==> config.mk <==
export PLATFORM = sky130hd
export DESIGN_NAME = br_commit_tracker
export DESIGN_NICKNAME = d
export VERILOG_FILES = /design/src/rtl/br_commit_tracker.sv
export SDC_FILE = /design/constraint.sdc
export NUM_CORES = 1
export LEC_CHECK = 0
export ABC_AREA = 0
export CAP_MARGIN = 15
export CORE_UTILIZATION = 49
export DETAILED_ROUTE_END_ITERATION = 8
export PLACE_DENSITY = 0.91
export SYNTH_ARGS = -nofsm -noshare
export SYNTH_HDL_FRONTEND = slang
export SYNTH_SLANG_ARGS = --single-unit
export TNS_END_PERCENT = 30
==> constraint.sdc <==
create_clock -name clk_i -period 3.1 [get_ports clk_i]
set_input_delay 0.31 -clock clk_i [delete_from_list [all_inputs] [get_ports clk_i]]
set_output_delay 0.31 -clock clk_i [all_outputs]
set_load 0.005 [all_outputs]
==> src/rtl/br_commit_tracker.sv <==
// Branch commit tracker: carries fetch-time predictor metadata down IF/ID,
// ID/EX and EX/MEM, merges EX resolution, drives BTB/PHT update fields and
// keeps committed control-transfer and misprediction counters.
//
// Ports:
//   clk_i, rst_i             clock, async active-low reset
//   IF_*_i                   fetch-time valid / pc / BTB hit / prediction
//   stall_i, flush_i         load-use stall, wrong-path flush
//   EX_*_i                   EX-stage branch type, decision, target
//   clr_cnt_i                synchronous counter clear
//   EXMEM_*_o                committed entry for the predictor update
//   br_cnt_o, mispred_cnt_o  saturating performance counters

module br_commit_tracker #(
    parameter int INDEX_WIDTH = 12
) (
    input  logic                    clk_i,
    input  logic                    rst_i,

    input  logic                    IF_valid_i,
    input  logic [31:0]             IF_pc_i,
    input  logic                    IF_btb_hit_i,
    input  logic                    IF_prediction_i,

    input  logic                    stall_i,
    input  logic                    flush_i,

    input  logic                    EX_is_br_i,
    input  logic [1:0]              EX_is_uncbr_i,
    input  logic                    EX_br_decision_i,
    input  logic [31:0]             EX_br_target_i,

    input  logic                    clr_cnt_i,

    output logic                    EXMEM_valid_o,
    output logic [INDEX_WIDTH-1:0]  EXMEM_btb_wr_index_o,
    output logic [29-INDEX_WIDTH:0] EXMEM_btb_wr_tag_o,
    output logic [31:0]             EXMEM_btb_wr_target_o,
    output logic                    EXMEM_btb_hit_o,
    output logic                    EXMEM_prediction_o,
    output logic                    EXMEM_br_decision_o,
    output logic                    EXMEM_is_br_o,
    output logic [1:0]              EXMEM_is_uncbr_o,

    output logic [31:0]             br_cnt_o,
    output logic [31:0]             mispred_cnt_o
);

    // PC is word aligned, so only pc[31:2] travels down the pipe.
    typedef struct packed {
        logic        valid;
        logic [29:0] pc_w;
        logic        btb_hit;
        logic        prediction;
    } stage_t;

    typedef struct packed {
        stage_t      meta;
        logic        is_br;
        logic [1:0]  is_uncbr;
        logic        br_decision;
        logic [31:0] br_target;
    } exmem_t;

    localparam logic [1:0] UNC_JAL  = 2'b10;
    localparam logic [1:0] UNC_JALR = 2'b11;

    stage_t ifid_q, ifid_d;
    stage_t idex_q, idex_d;
    stage_t fetch_s;
    exmem_t exmem_q, exmem_d;

    logic [31:0] br_cnt_q;
    logic [31:0] mispred_cnt_q;

    logic stall_hold;
    logic is_jal;
    logic is_jalr;
    logic commit_ev;
    logic mispred_ev;
    logic pc_lsb_unused;

    assign pc_lsb_unused = ^IF_pc_i[1:0];

    assign fetch_s.valid      = IF_valid_i;
    assign fetch_s.pc_w       = IF_pc_i[31:2];
    assign fetch_s.btb_hit    = IF_btb_hit_i;
    assign fetch_s.prediction = IF_prediction_i;

    // Flush dominates stall: the held IF/ID entry is wrong-path anyway.
    assign stall_hold = stall_i & ~flush_i;

    always_comb begin
        ifid_d  = stall_hold ? ifid_q : fetch_s;
        idex_d  = stall_hold ? '0 : ifid_q;

        exmem_d             = '0;
        exmem_d.meta        = idex_q;
        exmem_d.is_br       = EX_is_br_i;
        exmem_d.is_uncbr    = EX_is_uncbr_i;
        exmem_d.br_decision = EX_br_decision_i;
        exmem_d.br_target   = EX_br_target_i;

        // IF, ID and EX hold wrong-path work; the entry already in
        // EX/MEM is older than the redirect and still commits.
        if (flush_i) begin
            ifid_d.valid       = 1'b0;
            idex_d.valid       = 1'b0;
            exmem_d.meta.valid = 1'b0;
        end
    end

    always_ff @(posedge clk_i or negedge rst_i) begin
        if (!rst_i) begin
            ifid_q  <= '0;
            idex_q  <= '0;
            exmem_q <= '0;
        end else begin
            ifid_q  <= ifid_d;
            idex_q  <= idex_d;
            exmem_q <= exmem_d;
        end
    end

    // Commit-stage events, evaluated on the registered entry.
    assign is_jal  = (exmem_q.is_uncbr == UNC_JAL);
    assign is_jalr = (exmem_q.is_uncbr == UNC_JALR);

    assign commit_ev = exmem_q.meta.valid
                     & (exmem_q.is_br | is_jal | is_jalr);

    // JALR always counts as mispredicted: the target is never predicted.
    assign mispred_ev = exmem_q.meta.valid
                      & ((((exmem_q.is_br | is_jal)
                          & (exmem_q.meta.prediction
                             != exmem_q.br_decision)))
                         | is_jalr);

    always_ff @(posedge clk_i or negedge rst_i) begin
        if (!rst_i) begin
            br_cnt_q      <= '0;
            mispred_cnt_q <= '0;
        end else if (clr_cnt_i) begin
            br_cnt_q      <= '0;
            mispred_cnt_q <= '0;
        end else begin
            if (commit_ev && (br_cnt_q != '1))
                br_cnt_q <= br_cnt_q + 32'd1;
            if (mispred_ev && (mispred_cnt_q != '1))
                mispred_cnt_q <= mispred_cnt_q + 32'd1;
        end
    end

    assign EXMEM_valid_o         = exmem_q.meta.valid;
    assign EXMEM_btb_wr_index_o  = exmem_q.meta.pc_w[INDEX_WIDTH-1:0];
    assign EXMEM_btb_wr_tag_o    = exmem_q.meta.pc_w[29:INDEX_WIDTH];
    assign EXMEM_btb_wr_target_o = exmem_q.br_target;
    assign EXMEM_btb_hit_o       = exmem_q.meta.btb_hit;
    assign EXMEM_prediction_o    = exmem_q.meta.prediction;

    // Bubbles must never look like control transfers to the predictor.
    assign EXMEM_is_br_o       = exmem_q.meta.valid & exmem_q.is_br;
    assign EXMEM_is_uncbr_o    = exmem_q.meta.valid
                               ? exmem_q.is_uncbr : 2'b00;
    assign EXMEM_br_decision_o = exmem_q.meta.valid & exmem_q.br_decision;

    assign br_cnt_o      = br_cnt_q;
    assign mispred_cnt_o = mispred_cnt_q;

endmodule

Word-level counts from Yosys, hierarchy flattened
Cells that the tools add are included.

storage, ports and cells
  flip-flop bits (word level) = 199
  bits in latches = 0
  bits in writable memories = 0
  bits in read-only memories = 0
  output and inout bits = 133
  logic and storage cells = 50
  memories = 0

cells by class
  add/sub/neg operators = 2
  multipliers = 0
  divide/modulo/power cells = 0
  $lt $le $gt $ge = 0
  eq/ne operators = 6
  shift-type cells = 0
  multiplexer cells = 10
  bitwise operators = 10
  reduce and logical (&&, ||, !) cells = 4

operators by type and width
  kind                                                             count
  32-bit 2-to-1 mux                                                4
  33-bit 2-to-1 mux                                                2
  32-bit by 1-bit adder with 32-bit output, second input constant  2
  32-bit inequality test, second input constant                    2
  1-bit bitwise AND                                                6
  2-bit == test, second input constant                             2
  2-bit nonzero test                                               2
  1-bit 2-to-1 mux                                                 3
  1-bit bitwise OR                                                 3
  1-bit logical AND                                                2
  2-bit 2-to-1 mux                                                 1
  2-bit inequality test, second input constant                     1
  1-bit inequality test                                            1
  1-bit inverter                                                   1

Logic depth before layout (Yosys ltp)
  depth after elaboration = 8
  depth in mapped cells = 8
  mapped depth without buffers = 6

Worst setup path before layout
OpenSTA, ideal clock, no wires.

  kind = reg2reg
  start point = reg br_cnt_q[0] (netlist: br_cnt_o[0])
  end point = reg br_cnt_q[1] (netlist: br_cnt_o[1])
  arrival time = 2126 ps
  data required time = 2981 ps
  slack = 855 ps
  cell stages (with the launch flop) = 8
  path buffers = 1
  cells stage by stage = dfrtp_1 -> ha_1 -> and4_1 -> nand3_1 -> nor4b_1 -> buf_2 -> nor3b_1 -> o21ba_2

on the way
  longest elaborated chain between the ends = 3
  elaborated cells on any way between the ends = 6
  classes of those cells = add/sub (1); eq/ne (1); mux (2); reduce/logical (2)

RTL lines
  what                                                                                       line      source
  from (decl)                                                                                73        logic [31:0] br_cnt_q;
  from (signal assigned)                                                                     148       br_cnt_q <= br_cnt_q + 32'd1;
  32-bit by 1-bit adder with 32-bit output / 32-bit inequality test (equally long branches)  148, 147
  32-bit 2-to-1 mux / 1-bit logical AND (equally long branches)                              147       if (commit_ev && (br_cnt_q != '1))
  32-bit 2-to-1 mux / 2-bit nonzero test (equally long branches)                             --

Parallel ways exist; a longest one is shown, timed or not. The select of a mux whose other input is x is not followed.
A chain may end at the register's enable or synchronous reset.

Worst setup path after layout
  start point = reg mispred_cnt_q[12] (netlist: mispred_cnt_o[12])
  end point = reg mispred_cnt_q[30] (netlist: mispred_cnt_o[30])

on the way
  longest elaborated chain between the ends = 3
  elaborated cells on any way between the ends = 6
  classes of those cells = add/sub (1); eq/ne (1); mux (2); reduce/logical (2)

RTL lines
  what                                                                                       line      source
  from (decl)                                                                                74        logic [31:0] mispred_cnt_q;
  from (signal assigned)                                                                     150       mispred_cnt_q <= mispred_cnt_q + 32'd1;
  32-bit by 1-bit adder with 32-bit output / 32-bit inequality test (equally long branches)  150, 149
  32-bit 2-to-1 mux / 1-bit logical AND (equally long branches)                              149       if (mispred_ev && (mispred_cnt_q != '1))
  32-bit 2-to-1 mux / 2-bit nonzero test (equally long branches)                             --

Parallel ways exist; a longest one is shown, timed or not. The select of a mux whose other input is x is not followed.

==> metrics.md <==
| Metric | Value |
|---|---|
| Tot GR Track Use | `0.222` |
| Die width | `131 um` |
| Number of synthesized flops with an enable pin | `0` |
| Core area | `16100 sq um` |
| Worst path buffer plus inverter count | `0` |
| Sw power | `1220 uW` |
| Fill count | `1142` |
| Area Growth Syn to Fin | `30.3%` |
| NumNets Final | `909` |
| CP cell instances | `nand4_2, nor4_4, or4b_4, or4_1, a21oi_1` |
| Synth warnings | `0` |
| Max Fclk | `399 MHz` |
| Root buf cell | `clkbuf_16` |
| Maxcap violations | `0` |
| Met2 GRT Util | `0.380` |
| Status | `complete, no violations` |
| Drt wl/cell | `17.0 um` |
| CTS Sinks | `199` |
| Slowest stage cell, crit path | `or4b_4` |
| I/O pin total | `209` |
| Avg Cell Area, Syn | `11.9 sq um` |
| Leakage power | `0.00431 uW` |
| Hold/Removal Path Class | `primary input to flip-flop` |
| Max-slew headroom | `0.420` |
| Multi-input gate area | `2580 sq um` |
| TritonRoute pass-1 iters | `5` |
| Worst R2R Setup Slack | `590 ps` |
| Slowest stage delay, CP | `600 ps` |
| Final Hold Viols | `0` |
| Post-synth cell types | `53` |
| GRT busiest layer | `met2` |
| Worst-case vdd ir drop | `0.000379 V` |
| CTS tree | `yes` |
| Worst Skew | `12.4 ps` |
| Antenna Nets Post-Route | `0` |
| Port Buffers | `206` |
| Max-slew violations | `0` |
| Crit Path Class | `flip-flop to flip-flop` |
| Clock transition at path regs | `70 ps` |
| Final setup violating endpoints | `0` |
| Register area | `4980 sq um` |
| Via/cell ratio | `5.41` |
| Via count | `5741` |
| Crit path time final | `2510 ps` |
| Tcrit/Tclk final | `0.809` |
| Detail Placement HPWL | `12.5 mm` |
| Comb pwr share | `0.073` |
| Share of post-route cells with drive strength above 1 | `0.114` |
| Vias in the first global route | `5675` |
| Clock share of power | `0.414` |
| Largest net degree at the start of global routing | `86` |
| Inserted Clock Buffers | `17` |
| Post-route setup TNS | `0 ps` |
| DR iter-0 viols | `336` |
| Area leader, netlist | `dfrtp_1` |
| Hold Startpoint | `EX_br_target_i[30]` |
| Reg2reg start | `mispred_cnt_o[12]` |
| Req. time, crit path | `3440 ps` |
| Commonest cells post-synth | `199 x dfrtp_1, 63 x buf_4, 43 x a21oi_1, 41 x mux2_2, 37 x and2_1` |
| Nature of the critical path startpoint | `flip-flop` |
| Crit. End Element | `flip-flop` |
| Die Y | `131 um` |
| Seq/Total Area, Yosys | `0.611` |
| Sw Share | `0.224` |
| Sequential power share | `0.513` |
| Routability cong. | `0.826` |
| WP data arrival | `2850 ps` |
| Top-count cell post-synth | `dfrtp_1` |
| Syn Nets | `761` |
| Ys flop type | `dfrtp_1` |
| Worst Setup SP | `mispred_cnt_o[12]` |
| Number of synthesized register bits | `199` |
| Hold EP | `EXMEM_btb_wr_target_o[30]` |
| Grt total ovfl | `0` |
| Hold Crit Depth | `1` |
| Met3 usage | `0.0818` |
| Least-Margin Pin Slew | `863 ps` |
| # rows | `46` |
| Total power | `5420 uW` |
| First-pass GRT wire length | `28.7 mm` |
| Synth Cell Area | `8160 sq um` |
| Synth Instances | `683` |
| Grt met1 use | `0.264` |
| Reg-to-reg endpoint | `mispred_cnt_o[30]` |
| Delay-heaviest family, CP | `simple AND/OR/NAND/NOR gates` |
| Asr flop ratio synth | `1.00` |
| Area contributors post-synth | `dfrtp_1 61%, buf_4 5.8%, mux2_2 5.7%` |
| Drt total wl | `18.1 mm` |
| Initial antenna violation count | `2` |
| DRC | `0` |
| RSZ-0062 raised after global routing | `no` |
| P_int | `4200 uW` |
| Initial Util | `0.508` |
| Die area | `17200 sq um` |
| Reg2Reg Depth | `5` |
| Synth top area share | `0.611` |
| CP Max Fanout | `13` |
| Setup Buffers After CTS | `0` |
| H-tree depth | `4` |
| Clock Path Buffers | `2` |
| Clock latency on the worst-skew pair | `430 ps` |
| Pwr Density | `510 nW/um^2` |
## state kept, by name (all words and copies together), names as in the netlist
register / cells
ifid_q: 33
EXMEM_btb_wr_target_o: 32
br_cnt_o: 32
exmem_d: 32
mispred_cnt_o: 32
EXMEM_btb_wr_tag_o: 18
EXMEM_btb_wr_index_o: 12
exmem_q: 4
EXMEM_btb_hit_o: 1
EXMEM_prediction_o: 1
EXMEM_valid_o: 1
idex_q: 1
## worst register-to-register path: stages, from the launching register on
cell	delay, ps
dfrtp_1	440
nand4_2	200
nor4_4	530
or4b_4	600
or4_1	490
a21oi_1	160
## through the flow
| step | setup slack [ps] | util | area [sq um] | std cells | hold slack, ps |
|---|---|---|---|---|---|
| global route | 360 | 0.662 | 10600 | 1060 | 291 |
| CTS | 600 | 0.662 | 10600 | 1060 | 294 |
| detailed placement | 619 | 0.623 | 10000 | 1027 | 335 |
| floorplan | 855 | - | 8160 | 683 | 14.4 |
| finish | 594 | 0.662 | 10600 | 1061 | 314 |
| global placement | 671 | 0.623 | 10000 | 1027 | 332 |
## cells by family after synthesis
group           after synthesis  share of synthesized area
compound gates              108                     0.0790
xor+xnor                      7                    0.00752
fa+ha+maj                     2                    0.00307
buf+inv                      92                     0.0736
flops                       199                      0.611
mux                          43                     0.0591
simple gates                232                      0.167
## how the worst max path moves through the flow
| stage | to | slack, ps | depth (start not counted) |
|---|---|---|---|
| 6_report | mispred_cnt_o[30] | 590 | 5 |
| 5_1_grt | br_cnt_o[11] | 360 | 5 |
| 4_1_cts | mispred_cnt_o[30] | 600 | 5 |
| 3_5_place_dp | mispred_cnt_o[30] | 620 | 5 |
| 3_3_place_gp | mispred_cnt_o[30] | 670 | 5 |
| 2_1_floorplan | br_cnt_o[1] | 850 | 7 |
## timing repair
| item | in CTS | in global routing |
|---|---|---|
| resized for setup | 0 | 0 |
| hold endpoints to repair | 70 | 0 |
| hold buffers | 1 | 0 |
## power by group through the flow
stage          logic (uW)  clock network [uW]  registers [uW]
2_1_floorplan         181                   0            2810
3_3_place_gp          388                   0            2820
3_5_place_dp          400                   0            2830
4_1_cts               407                2300            2780
5_1_grt               431                2390            2790
6_report              398                2240            2780
## final cells by class
type | count | area share
antenna | 1 | 0.000235
clock buffer | 22 | 0.0456
clock inverter | 10 | 0.0124
inverter | 7 | 0.00247
multi-input combinational | 392 | 0.243
sequential | 199 | 0.469
tap | 216 | 0.0254
timing repair buffer | 214 | 0.202
## cells in the final DEF, fill, tap and decap left out, types with 4 or more instances in the layout
cell type and instances:
or4_1 9, clkdlybuf4s50_1 204, clkbuf_16 17, mux2_2 41, nand2_1 27, clkbuf_8 5, dfrtp_1 199, o21ai_0 34
a21oi_1 43, inv_1 7, nand3_1 24, o31ai_1 10, nand4_1 15, nor2b_1 10, buf_4 5, xor2_1 4
nor3_1 7, o2111ai_1 4, and4_1 10, and3_1 9, nor4_1 8, and2_1 37, or3_1 29, nor2_1 29
## metal layers
metal / up-vias / share of wire
met5: - / 0
met4: 0 / 0.0098
met3: 14 / 0.080
met2: 219 / 0.52
met1: 2834 / 0.39
li1: 2674 / -
Power figures use the tool's default switching activity.
